[src/rtl/s_ram.sv]
// ---------------------------------------------------------------------------
// s_ram : single-port synchronous RAM, one shared address bus.
//
// Each rising clock edge performs exactly one operation chosen by en:
//   en = 1 : write  mem[addr] <= data_in   (data_out holds its value)
//   en = 0 : read   data_out  <= mem[addr] (one-cycle latency)
// A reset edge (rst = 1) clears data_out and every memory word at once and
// blocks any write that would otherwise happen in that cycle.
//
// Ports:
//   clk       in   1           system clock, all state on rising edge
//   rst       in   1           synchronous, active-high reset
//   en        in   1           mode select: 1 = write, 0 = read
//   addr      in   ADDR_WIDTH  word address for both write and read
//   data_in   in   DATA_WIDTH  write data
//   data_out  out  DATA_WIDTH  registered read data
//
// Handshake: none. Every cycle is an accepted operation; there is no
// valid/ready pair because the RAM can always take one access per clock.
// ---------------------------------------------------------------------------
module s_ram #(
  parameter int DATA_WIDTH = 8,
  parameter int ADDR_WIDTH = 4,
  parameter int DEPTH      = 2 ** ADDR_WIDTH
) (
  input  logic                  clk,
  input  logic                  rst,
  input  logic                  en,
  input  logic [ADDR_WIDTH-1:0] addr,
  input  logic [DATA_WIDTH-1:0] data_in,
  output logic [DATA_WIDTH-1:0] data_out
);

  // Depth expressed one bit wider than addr so the range compare also works
  // when DEPTH == 2**ADDR_WIDTH (every address is then in range).
  localparam logic [ADDR_WIDTH:0] LP_DEPTH = (ADDR_WIDTH + 1)'(DEPTH);

  // Storage is plain flops: reset must clear every word in a single edge,
  // which a RAM macro could not do.
  logic [DATA_WIDTH-1:0] r_mem [DEPTH];
  logic [DATA_WIDTH-1:0] r_data_out;

  logic                  w_in_range;
  logic                  w_wr;
  logic [DATA_WIDTH-1:0] w_rd_data;

  // No wrap: addresses at or above DEPTH are simply outside the memory.
  assign w_in_range = ({1'b0, addr} < LP_DEPTH);
  assign w_wr       = en && w_in_range;

  // Out-of-range reads return zero rather than an aliased word.
  always_comb begin
    w_rd_data = '0;
    if (w_in_range) begin
      w_rd_data = r_mem[addr];
    end
  end

  // Memory array: reset beats any pending write.
  always_ff @(posedge clk) begin
    if (rst) begin
      for (int i = 0; i < DEPTH; i++) begin
        r_mem[i] <= '0;
      end
    end else if (w_wr) begin
      r_mem[addr] <= data_in;
    end
  end

  // Read register: updated only on read cycles, so it holds across writes
  // and there is no write-through path from data_in.
  always_ff @(posedge clk) begin
    if (rst) begin
      r_data_out <= '0;
    end else if (!en) begin
      r_data_out <= w_rd_data;
    end
  end

  assign data_out = r_data_out;

endmodule

[config.mk]
export PLATFORM = sky130hd
export DESIGN_NAME = s_ram
export DESIGN_NICKNAME = d
export VERILOG_FILES = /design/src/rtl/s_ram.sv
export SDC_FILE = /design/constraint.sdc
export NUM_CORES = 1
export LEC_CHECK = 0
export BUFFER_PORTS_ARGS = -buffer_cell sky130_fd_sc_hd__buf_2
export CORE_MARGIN = 10
export CORE_UTILIZATION = 55
export DETAILED_ROUTE_END_ITERATION = 10
export PLACE_DENSITY_LB_ADDON = 0.2
export SLEW_MARGIN = 20
export SYNTH_ARGS = -nofsm -noshare
export SYNTH_HDL_FRONTEND = slang
export SYNTH_SLANG_ARGS = --single-unit
[constraint.sdc]
create_clock -name clk -period 2 [get_ports clk]
set_clock_uncertainty 0.15 [all_clocks]
set_input_delay 0.2 -clock clk [delete_from_list [all_inputs] [get_ports clk]]
set_output_delay 0.2 -clock clk [all_outputs]
set_load 0.05 [all_outputs]
==> results of run 1 <==
==> worst min-delay path, delay by kind of cell <==
family          cells  cell delay, ns
compound gates      1            0.06
buf+inv             2            0.41
==> cells in the final DEF, fill, tap and decap left out, types with 4 or more instances in the layout <==
cell type,synthesis,final
clkbuf_8,0,4
nor3_2,4,4
nand2b_1,4,4
nor2_1,13,13
edfxtp_1,128,128
or2_2,15,15
and2_1,128,128
buf_2,6,22
o22ai_1,13,13
inv_1,8,8
mux2i_1,42,42
mux4_2,8,8
a2bb2oi_1,5,5
buf_4,3,26
nor3_1,8,8
bufinv_16,0,4
dfxtp_1,8,8
clkinv_2,0,5
nand2_1,7,7
a221oi_2,5,5
nand3_1,6,6
clkbuf_16,0,17
==> logic make-up after synthesis <==
family	synth area share [%]
simple gates	19.6
flops	62.0
buf+inv	3.08
compound gates	4.80
mux	10.5
==> synth_stat cells <==
| cell type | n |
|---|---|
| or3b_1 | 1 |
| clkbuf_1 | 10 |
| nand3b_1 | 3 |
| nand2_1 | 7 |
| a2111oi_1 | 1 |
| mux2i_1 | 42 |
| mux4_1 | 3 |
| a2111oi_4 | 2 |
| nor3_2 | 4 |
| nor2b_4 | 2 |
| nor3_1 | 8 |
| nand3_1 | 6 |
| and2_0 | 1 |
| nand2_2 | 2 |
| or2_2 | 15 |
| nor4_1 | 3 |
| and2_1 | 128 |
| a2bb2oi_1 | 5 |
| o22ai_1 | 13 |
| buf_4 | 3 |
| or2_1 | 1 |
| nor2b_1 | 1 |
| nand2b_1 | 4 |
| or3_1 | 1 |
| dfxtp_1 | 8 |
| a221oi_2 | 5 |
| buf_6 | 7 |
| nor2b_2 | 1 |
| or3b_4 | 1 |
| buf_2 | 6 |
| inv_1 | 8 |
| nor2_1 | 13 |
| and2b_1 | 1 |
| a2111oi_2 | 3 |
| nor2_2 | 3 |
| mux4_2 | 8 |
| edfxtp_1 | 128 |
==> cell type report <==
type,count,area (µm²),share of cell area (%)
flip-flops and latches,136,4000,53.8
multi-input cells,288,2260,30.3
clock buffers,23,488,6.55
repair buffers,50,345,4.64
well taps,143,179,2.40
clock inverters,9,145,1.95
inverters,8,30.0,0.403
==> worst max-delay path by stage <==
stage,depth (start not counted),endpoint,startpoint
floorplan,7,r_mem[11][0],addr[1]
detailed placement,5,data_out[7],addr[1]
CTS,4,data_out[6],r_mem[8][6]
global placement,5,data_out[7],addr[1]
global route,4,data_out[6],r_mem[8][6]
finish,4,data_out[6],r_mem[8][6]
==> registers in the layout (all words and copies together), names as in the netlist <==
signal / cells
r_mem: 128
data_out: 8
==> report_power, final <==
group / total (mW) / internal [mW] / leakage [nW] / switching [mW]
clock: 3.33 / 2.21 / 0.317 / 1.12
sequential: 3.34 / 3.28 / 1.29 / 0.0574
combinational: 0.577 / 0.208 / 1.21 / 0.370
==> metal layers <==
layer	vias up	part of all wire (%)	global-route usage, %
met2	111	46	26.7
met4	0	1.4	5.89
met3	17	6.2	5.01
met5	-	0	0
li1	1759	-	-
met1	1848	46	25.4
==> reports/qor.csv, run 1 <==
stage,metric,value,unit
outcome,status,finished clean,
placed_design,Placer Congestion,0.883,
cells_and_area,Area Growth Syn to Fin,15.3,%
sta,worst hold slack,0.156,ns
cells_and_area,post-layout util,64.9,%
clock_tree,H-tree levels,4,
logic_synthesis,Netlist cell types,37,
logic_synthesis,Syn. warnings,0,
clock_tree,CTS tree,yes,
clock_tree,root buf cell,clkbuf_16,
hold_path,Hold Crit Endpoint,data_out[2],
critical_path,max incr delay on CP,0.52,ns
clock_tree,CTS buffer count,17,
global_routing,Total GRT Usage,18.1,%
global_routing,initial antenna violation count,0,
route,drc violations,0,
logic_synthesis,"Cell Area, Synth",6460,µm²
logic_synthesis,leading area contributor after synthesis,edfxtp_1,
cells_and_area,ANT cells,0,
placed_design,DP Worst Slack,0.0696,ns
floorplan,core region area,11500,µm²
critical_path,Crit. End Element,flop,
critical_path,Worst Path Buf+Inv,0,
cells_and_area,Post-Layout Cell Count,657,
sta,RSZ-0062 raised after global routing,no,
critical_path,CP top delay family,multiplexers,
logic_synthesis,Yosys reg bits,136,
clock_tree,Worst-Skew Late Latency,0.42,ns
sta,pins over their slew limit,0,
cells_and_area,share of layout cells above drive strength 1,24.5,%
route,per-cell routed wire length,21.8,µm
power,PwrDens,972,nW/µm²
critical_path,reg2reg setup slack,0.18,ns
route,drt pass-1 iters,4,
sta,worst rel slew slack,62.3,%
placed_design,PortBufs,22,
critical_path,Worst Path Required,2.14,ns
clock_tree,Max clock buf depth,2,
clock_tree,Clock Sinks,136,
logic_synthesis,Yosys top cell area share,59.5,%
floorplan,die height,128,µm
route,via/cell ratio,5.68,
critical_path,CP max stage cell,mux4_1,
route,Vias,3735,
critical_path,crit start category,flop,
critical_path,R2R cell count,4,
power,Leak,2.82,nW
sta,Tcrit/Tclk final,91.1,%
logic_synthesis,leading post-synthesis cells by cell area,"edfxtp_1 60%, and2_1 12%, mux2i_1 6.5%, mux4_2 2.8%, dfxtp_1 2.5%",
floorplan,die area,16500,µm²
logic_synthesis,Syn Nets,473,
critical_path,Worst Path Arrival,1.96,ns
global_routing,largest net degree at the start of global routing,29,
clock_tree,Worst-path clk slew,0.06,ns
route,WL final,14.3,mm
critical_path,critical-path cell list,mux4_1 -> nor2b_1 -> a2111oi_2 -> a2111oi_1,
power,maximum vdd drop,0.000790,V
floorplan,Site Rows,39,
hold_path,Worst Hold Path Cells,3,
critical_path,reg2reg start,r_mem[8][6],
cells_and_area,Fillers,819,
logic_synthesis,register area share after synthesis,62.0,%
floorplan,die span in x,128,µm
clock_tree,Hold Buf Count CTS,0,
clock_tree,post-cts resize count,0,
route,initial DRC count,345,
critical_path,critical path peak fanout,1,
power,Tot Pwr,7.24,mW
logic_synthesis,syn_area_per_cell,14.1,µm²
floorplan,initial cell density of the core,56.3,%
placed_design,Placed Instances,625,
cells_and_area,number of nets in the layout,516,
sta,final setup margin,0.178,ns
sta,post-route setup TNS,0,ns
sta,Final Hold Vio Count,0,
global_routing,vias in the first global route,3876,
floorplan,I/O pin cnt,23,
logic_synthesis,Syn Inst Count,458,
global_routing,first-pass GRT wire length,22.2,mm
sta,setup violators final,0,
global_routing,residual overflow from global routing,0,
placed_design,placed instance area,6810,µm²
hold_path,hold_sp,rst,
critical_path,FF-to-FF End,data_out[6],
sta,Max Clk Rate,549,MHz
cells_and_area,post-route cell area,7450,µm²
route,antenna-violating nets left,0,
hold_path,type of the most critical hold path,input pin to flop,
sta,Tmin final,1.82,ns
sta,Worst Tran Pin Value,0.565,ns
critical_path,WS Path Type,flop to flop,
clock_tree,postcts setup bufs,0,
placed_design,hpwl dp,9.85,mm
flow_run,max cap viols,0,
(Power assumes the default switching activity.)
==> inputs of run 2 (changes only) <==
--- a/config.mk
+++ b/config.mk
@@ -5,6 +5,7 @@
 export SDC_FILE = /design/constraint.sdc
 export NUM_CORES = 1
 export LEC_CHECK = 0
+export ABC_AREA = 1
 export BUFFER_PORTS_ARGS = -buffer_cell sky130_fd_sc_hd__buf_2
 export CORE_MARGIN = 10
 export CORE_UTILIZATION = 55
==> constraint.sdc (replaced) <==
create_clock -name clk -period 2.28 [get_ports clk]
set_clock_uncertainty 0.15 [all_clocks]
set_input_delay 0.228 -clock clk [delete_from_list [all_inputs] [get_ports clk]]
set_output_delay 0.228 -clock clk [all_outputs]
set_load 0.05 [all_outputs]
==> reports/qor.csv, run 2 <==
stage,metric,value,unit,change
critical_path,R2R cell count,8,,+4
clock_tree,root buf cell,clkbuf_16,,
cells_and_area,number of nets in the layout,731,,+42%
logic_synthesis,Async SR Flop Fraction,0,%,unchanged
global_routing,residual overflow from global routing,0,,unchanged
logic_synthesis,largest family of logic cells by synthesized area,simple AND/OR/NAND/NOR gates,,
cells_and_area,"commonest non-fill, non-tap cells in the layout","274 x nand2_1, 147 x nor2_1, 128 x edfxtp_1, 40 x nand3_1, 27 x buf_4",,
critical_path,Worst Path Arrival,1.69,ns,-0.27 ns
logic_synthesis,leading area contributor after synthesis,edfxtp_1,,
sta,RSZ-0062 raised after global routing,no,,
route,DR top layer,met4,,
global_routing,vias in the first global route,4625,,+19%
clock_tree,Clock Sinks,136,,unchanged
cells_and_area,Fillers,886,,+8.2%
sta,Tmin final,1.75,ns,
logic_synthesis,xor/xnor share of the synthesized area,0,%,unchanged
sta,final setup margin,0.527,ns,+0.350 ns
power,sw power,1.39,mW,-10%
placed_design,hpwl dp,10.2,mm,+3.1%
sta,Tcrit/Tclk final,76.9,%,
logic_synthesis,area share of fa/ha/maj cells after synthesis,0,%,unchanged
power,maximum vdd drop,0.000828,V,+4.8%
logic_synthesis,Syn Nets,701,,+48%
critical_path,critical path peak fanout,21,,+20
global_routing,largest net degree at the start of global routing,41,,+41%
cells_and_area,max reg flops,128,,unchanged
sta,worst rel slew slack,43.1,%,-19 points
floorplan,die area,16100,µm²,-2.3%
power,Comb power frac,8.5,%,+0.5 points
logic_synthesis,synth cell count leaders,"274 x nand2_1, 147 x nor2_1, 128 x edfxtp_1",,
logic_synthesis,Post-synth EDFFs,128,,unchanged
route,met1 WL,6.32,mm,-4.1%
route,drc violations,0,,unchanged
cells_and_area,biggest regs,"r_mem x128, data_out x8",,
floorplan,die height,127,µm,-1.1%
clock_tree,Max clock buf depth,2,,unchanged
cells_and_area,Biggest register,r_mem,,
floorplan,core region area,11000,µm²,-3.8%
power,internal power,4.69,mW,-18%
route,WL final,15.4,mm,+7.7%
logic_synthesis,"count leader, synth",nand2_1,,
clock_tree,Worst-Skew Late Latency,0.43,ns,about the same
cells_and_area,ANT cells,0,,unchanged
logic_synthesis,register area share after synthesis,63.7,%,+1.7 points
hold_path,Worst Hold Path Cells,4,,+1
clock_tree,post-cts resize count,0,,unchanged
route,drt pass-1 iters,5,,+1
logic_synthesis,Yosys top cell area share,61.2,%,+1.6 points
sta,post-route setup TNS,0,ns,unchanged
sta,Final Hold Vio Count,0,,unchanged
sta,Max Clk Rate,571,MHz,
cells_and_area,Area Growth Syn to Fin,13.8,%,
floorplan,die span in x,127,µm,-1.1%
logic_synthesis,Yosys reg bits,136,,unchanged
sta,Worst Tran Pin Value,0.853,ns,+0.288 ns
outcome,status,finished clean,,
placed_design,Placer Congestion,0.908,,+2.7%
logic_synthesis,"Cell Area, Synth",6280,µm²,-2.7%
route,via/cell ratio,5.58,,-1.9%
clock_tree,CTS tree,yes,,
route,DR WL met2,7.18,mm,+8.3%
logic_synthesis,syn_area_per_cell,9.16,µm²,-35%
clock_tree,postcts setup bufs,0,,unchanged
floorplan,initial cell density of the core,57.0,%,+0.65 points
cells_and_area,share of layout cells above drive strength 1,13.4,%,-11 points
floorplan,I/O pin cnt,23,,unchanged
clock_tree,Worst-path clk slew,0.06,ns,about the same
logic_synthesis,mux contribution to synthesized area,0,%,-11 points
hold_path,type of the most critical hold path,input pin to flop,,
logic_synthesis,ys flop type,edfxtp_1,,
global_routing,first-pass GRT wire length,24.2,mm,+9.0%
power,Clk pwr share,43.4,%,-2.5 points
critical_path,Crit. End Element,flop,,
flow_run,max cap viols,0,,unchanged
logic_synthesis,area fraction in compound gates after synthesis,0.637,%,-4.2 points
power,sequential power share,48.0,%,+1.9 points
sta,setup violators final,0,,unchanged
logic_synthesis,leading post-synthesis cells by cell area,"edfxtp_1 61%, nand2_1 16%, nor2_1 8.8%, nand3_1 3.2%, dfxtp_1 2.5%",,
critical_path,WS Path Type,input pin to flop,,
route,antenna-violating nets left,0,,unchanged
critical_path,Worst Path Required,2.22,ns,+0.08 ns
logic_synthesis,Syn. warnings,0,,unchanged
power,Leak,3.10,nW,+10%
placed_design,PortBufs,22,,unchanged
clock_tree,CTS buffer count,17,,unchanged
critical_path,crit start category,input pin,,
route,Vias,4846,,+30%
route,per-cell routed wire length,17.7,µm,-19%
route,initial DRC count,685,,+99%
logic_synthesis,Synth Area in Simple Gates,31.8,%,+12 points
sta,pins over their slew limit,0,,unchanged
logic_synthesis,Syn Inst Count,686,,+50%
power,sw frac,22.9,%,+1.5 points
floorplan,Site Rows,38,,-2.6%
clock_tree,H-tree levels,4,,unchanged
placed_design,DP Worst Slack,0.136,ns,+0.0669 ns
power,PwrDens,850,nW/µm²,-13%
global_routing,initial antenna violation count,0,,unchanged
global_routing,Total GRT Usage,19.7,%,+1.6 points
clock_tree,Hold Buf Count CTS,0,,unchanged
cells_and_area,"commonest non-fill, non-tap cell in the layout",nand2_1,,
route,met3 WL,1.40,mm,+59%
logic_synthesis,Netlist cell types,15,,-59%
run 2: cell count changes after synthesis, moves of 15 or more:
| cell | change |
|---|---|
| or2_2 | -15 |
| and2_1 | -128 |
| mux2i_1 | -42 |
| nor2_1 | +134 |
| nand3_1 | +34 |
| nand2_1 | +267 |
run 2: per-layer routing:
layer | vias to the layer above | global-route usage (%)
met2 | 253 | 30.7
met5 | - | 0
met4 | 0 | 9.51
met1 | 2268 | 24.8
met3 | 45 | 5.41
li1 | 2280 | -
run 2: power groups by stage:
stage	sequential (mW)	combinational, mW	clock (mW)
2_1_floorplan	2.99	0.320	0
4_1_cts	2.92	0.514	2.65
3_3_place_gp	2.97	0.507	0
3_5_place_dp	2.97	0.510	0
6_report	2.92	0.518	2.64
5_1_grt	2.93	0.573	2.79
run 2: cell families (layout without fill, tap and decap cells):
| kind of cell | Yosys count | after routing |
|---|---|---|
| simple gates | 489 | 489 |
| flops | 136 | 136 |
| buf+inv | 53 | 96 |
| compound gates | 8 | 8 |
run 2: worst max-delay path: stages:
cell and delay, ns:
buf_2 0.39, inv_2 0.15, nor3_4 0.40, nand2_2 0.20, nand2_1 0.31
run 2: per-stage QoR:
step / hold slack, ns / instance area, µm² / util, % / total power [mW] / instances
after global routing: 0.207 / 7150 / 64.8 / 6.29 / 869
final: 0.201 / 7150 / 64.8 / 6.08 / 869
after global placement: 0.355 / 6580 / 59.7 / 3.47 / 837
after detailed placement: 0.363 / 6580 / 59.7 / 3.48 / 837
after CTS: 0.190 / 7150 / 64.8 / 6.09 / 869
after floorplan: 0.261 / 6280 / - / 3.31 / 686
run 2: path summary, 6_finish.rpt:
kind                                   from           end  slack [ns]
worst max register to register  r_mem[4][5]   data_out[5]        0.99
worst min-delay path             data_in[7]   r_mem[5][7]        0.20
worst max-delay path                addr[0]  r_mem[11][3]        0.53
worst min register to register  data_out[1]   data_out[1]        0.37
run 2: area by class of cell:
cell class	count	area, µm²	area share, %
tap	140	175	2.45
timing repair buffer	49	313	4.37
clock buffer	19	433	6.05
inverter	15	56.3	0.787
clock inverter	13	135	1.89
multi-input combinational	497	2040	28.5
sequential	136	4000	56.0
==> inputs of run 3 (changes only) <==
--- a/config.mk
+++ b/config.mk
@@ -5,7 +5,7 @@
 export SDC_FILE = /design/constraint.sdc
 export NUM_CORES = 1
 export LEC_CHECK = 0
-export ABC_AREA = 1
+export ABC_AREA = 0
 export BUFFER_PORTS_ARGS = -buffer_cell sky130_fd_sc_hd__buf_2
 export CORE_MARGIN = 10
 export CORE_UTILIZATION = 55
==> constraint.sdc (replaced) <==
create_clock -name clk -period 1.65 [get_ports clk]
set_clock_uncertainty 0.15 [all_clocks]
set_input_delay 0.165 -clock clk [delete_from_list [all_inputs] [get_ports clk]]
set_output_delay 0.165 -clock clk [all_outputs]
set_load 0.05 [all_outputs]
==> reports/qor.csv, run 3 (synthesis gave the netlist of run 1 again) <==
stage,metric,value,unit,change
sta,final setup margin,0.0200,ns,-0.507 ns
placed_design,PortBufs,22,,unchanged
sta,Worst Tran Pin Value,0.428,ns,-0.426 ns
sta,Tmin final,1.63,ns,
floorplan,initial cell density of the core,56.3,%,-0.65 points
sta,Tcrit/Tclk final,98.8,%,
critical_path,crit start category,flop,,
route,via/cell ratio,5.84,,+4.8%
outcome,status,finished clean,,
placed_design,Placer Congestion,0.936,,+3.2%
critical_path,Crit. End Element,flop,,
global_routing,Total GRT Usage,18.7,%,-0.98 points
cells_and_area,max reg flops,128,,unchanged
cells_and_area,area of the multi-input gates,2310,µm²,+14%
global_routing,residual overflow from global routing,0,,unchanged
global_routing,initial antenna violation count,0,,unchanged
cells_and_area,Reg area,4000,µm²,unchanged
route,drt pass-1 iters,5,,unchanged
critical_path,critical-path cell list,mux4_2 -> a2111oi_4 -> a2111oi_2,,
clock_tree,CTS buffer count,17,,unchanged
sta,worst rel slew slack,71.5,%,+28 points
clock_tree,CTS tree,yes,,
cells_and_area,share of layout cells above drive strength 1,26.6,%,+13 points
floorplan,core region area,11500,µm²,+4.0%
sta,Final Hold Vio Count,0,,unchanged
critical_path,reg2reg setup slack,0.02,ns,-0.97 ns
sta,setup violators final,0,,unchanged
cells_and_area,ANT cells,0,,unchanged
power,PwrDens,1090,nW/µm²,+28%
cells_and_area,Biggest register,r_mem,,
global_routing,first-pass GRT wire length,22.9,mm,-5.5%
floorplan,die span in x,128,µm,+1.2%
clock_tree,Worst-Skew Late Latency,0.42,ns,about the same
clock_tree,Max clock buf depth,2,,unchanged
floorplan,Site Rows,39,,+2.6%
critical_path,Worst Path Required,1.79,ns,-0.43 ns
clock_tree,Worst-path clk slew,0.06,ns,about the same
route,initial DRC count,495,,-28%
floorplan,die area,16500,µm²,+2.3%
route,drc violations,0,,unchanged
critical_path,critical path peak fanout,1,,-95%
route,Vias,3915,,-19%
sta,Max Clk Rate,614,MHz,
critical_path,CP max stage cell,mux4_2,,
cells_and_area,Fillers,850,,-4.1%
clock_tree,Hold Buf Count CTS,0,,unchanged
power,maximum vdd drop,0.000767,V,-7.4%
global_routing,largest net degree at the start of global routing,25,,-39%
cells_and_area,number of nets in the layout,529,,-28%
hold_path,type of the most critical hold path,input pin to flop,,
critical_path,WS Path Type,flop to flop,,
clock_tree,root buf cell,clkbuf_16,,
critical_path,max incr delay on CP,0.52,ns,+0.12 ns
critical_path,Worst Path Arrival,1.77,ns,+0.08 ns
floorplan,die height,128,µm,+1.2%
cells_and_area,"commonest non-fill, non-tap cells in the layout","128 x and2_1, 128 x edfxtp_1, 42 x mux2i_1, 36 x buf_4, 22 x buf_2",,
route,WL final,14.7,mm,-4.5%
floorplan,I/O pin cnt,23,,unchanged
flow_run,max cap viols,0,,unchanged
power,Leak,2.85,nW,-8.0%
placed_design,hpwl dp,10.1,mm,-0.23%
route,antenna-violating nets left,0,,unchanged
clock_tree,H-tree levels,4,,unchanged
clock_tree,Clock Sinks,136,,unchanged
sta,RSZ-0062 raised after global routing,yes,,
sta,pins over their slew limit,0,,unchanged
cells_and_area,Area Growth Syn to Fin,16.8,%,
cells_and_area,biggest regs,"r_mem x128, data_out x8",,
sta,worst hold slack,0.130,ns,-0.0709 ns
placed_design,DP Worst Slack,-0.265,ns,-0.402 ns
route,per-cell routed wire length,22.0,µm,+24%
global_routing,vias in the first global route,3960,,-14%
-- run 3: worst max-delay path: cells and delay by family (launching register included) --
kind | cells | cell delay [ns]
multiplexers | 1 | 0.52
flip-flops | 1 | 0.38
AO/OA/AOI/OAI | 2 | 0.45
-- run 3: routing by layer --
| layer | part of all wire [%] | track usage, % |
|---|---|---|
| met5 | 0 | 0 |
| met4 | 1.7 | 6.95 |
| met2 | 47 | 27.5 |
| met1 | 46 | 26.6 |
| met3 | 5.9 | 4.19 |
-- run 3: path summary, 6_finish.rpt --
path	startpoint	endpoint	depth (start not counted)
min reg2reg	data_out[0]	data_out[0]	2
min	rst	data_out[5]	3
max	r_mem[9][1]	data_out[1]	3
max reg2reg	r_mem[9][1]	data_out[1]	3
-- run 3: cell type report --
type                    count  share of cell area, %
multi-input cells         288                   30.6
clock inverters             4                  0.265
clock buffers              28                   6.85
well taps                 143                   2.37
inverters                   8                  0.398
flip-flops and latches    136                   53.1
repair buffers             63                   6.37
-- run 3: what timing repair did --
item | CTS | global route
setup endpoints to repair | 3 | 3
pin swaps | 4 | 3
setup buffers | 0 | 0
resized for setup | 0 | 2
-- run 3: per-stage QoR --
stage / cell area [µm²] / cells / total power [mW] / setup TNS (ns) / util [%]
2_1_floorplan: 6520 / 458 / 4.58 / -2.58 / -
3_3_place_gp: 6990 / 638 / 4.85 / -10.94 / 60.9
3_5_place_dp: 6990 / 638 / 4.86 / -11.65 / 60.9
4_1_cts: 7520 / 670 / 8.25 / -0.0187 / 65.6
5_1_grt: 7540 / 670 / 8.47 / -0.0111 / 65.8
6_report: 7540 / 670 / 8.23 / 0 / 65.8
-- run 3: power by group --
group / internal [mW] / total, mW / switching, mW
Clock: 2.11 / 3.42 / 1.31
Sequential: 3.97 / 4.05 / 0.0731
Combinational: 0.292 / 0.755 / 0.463
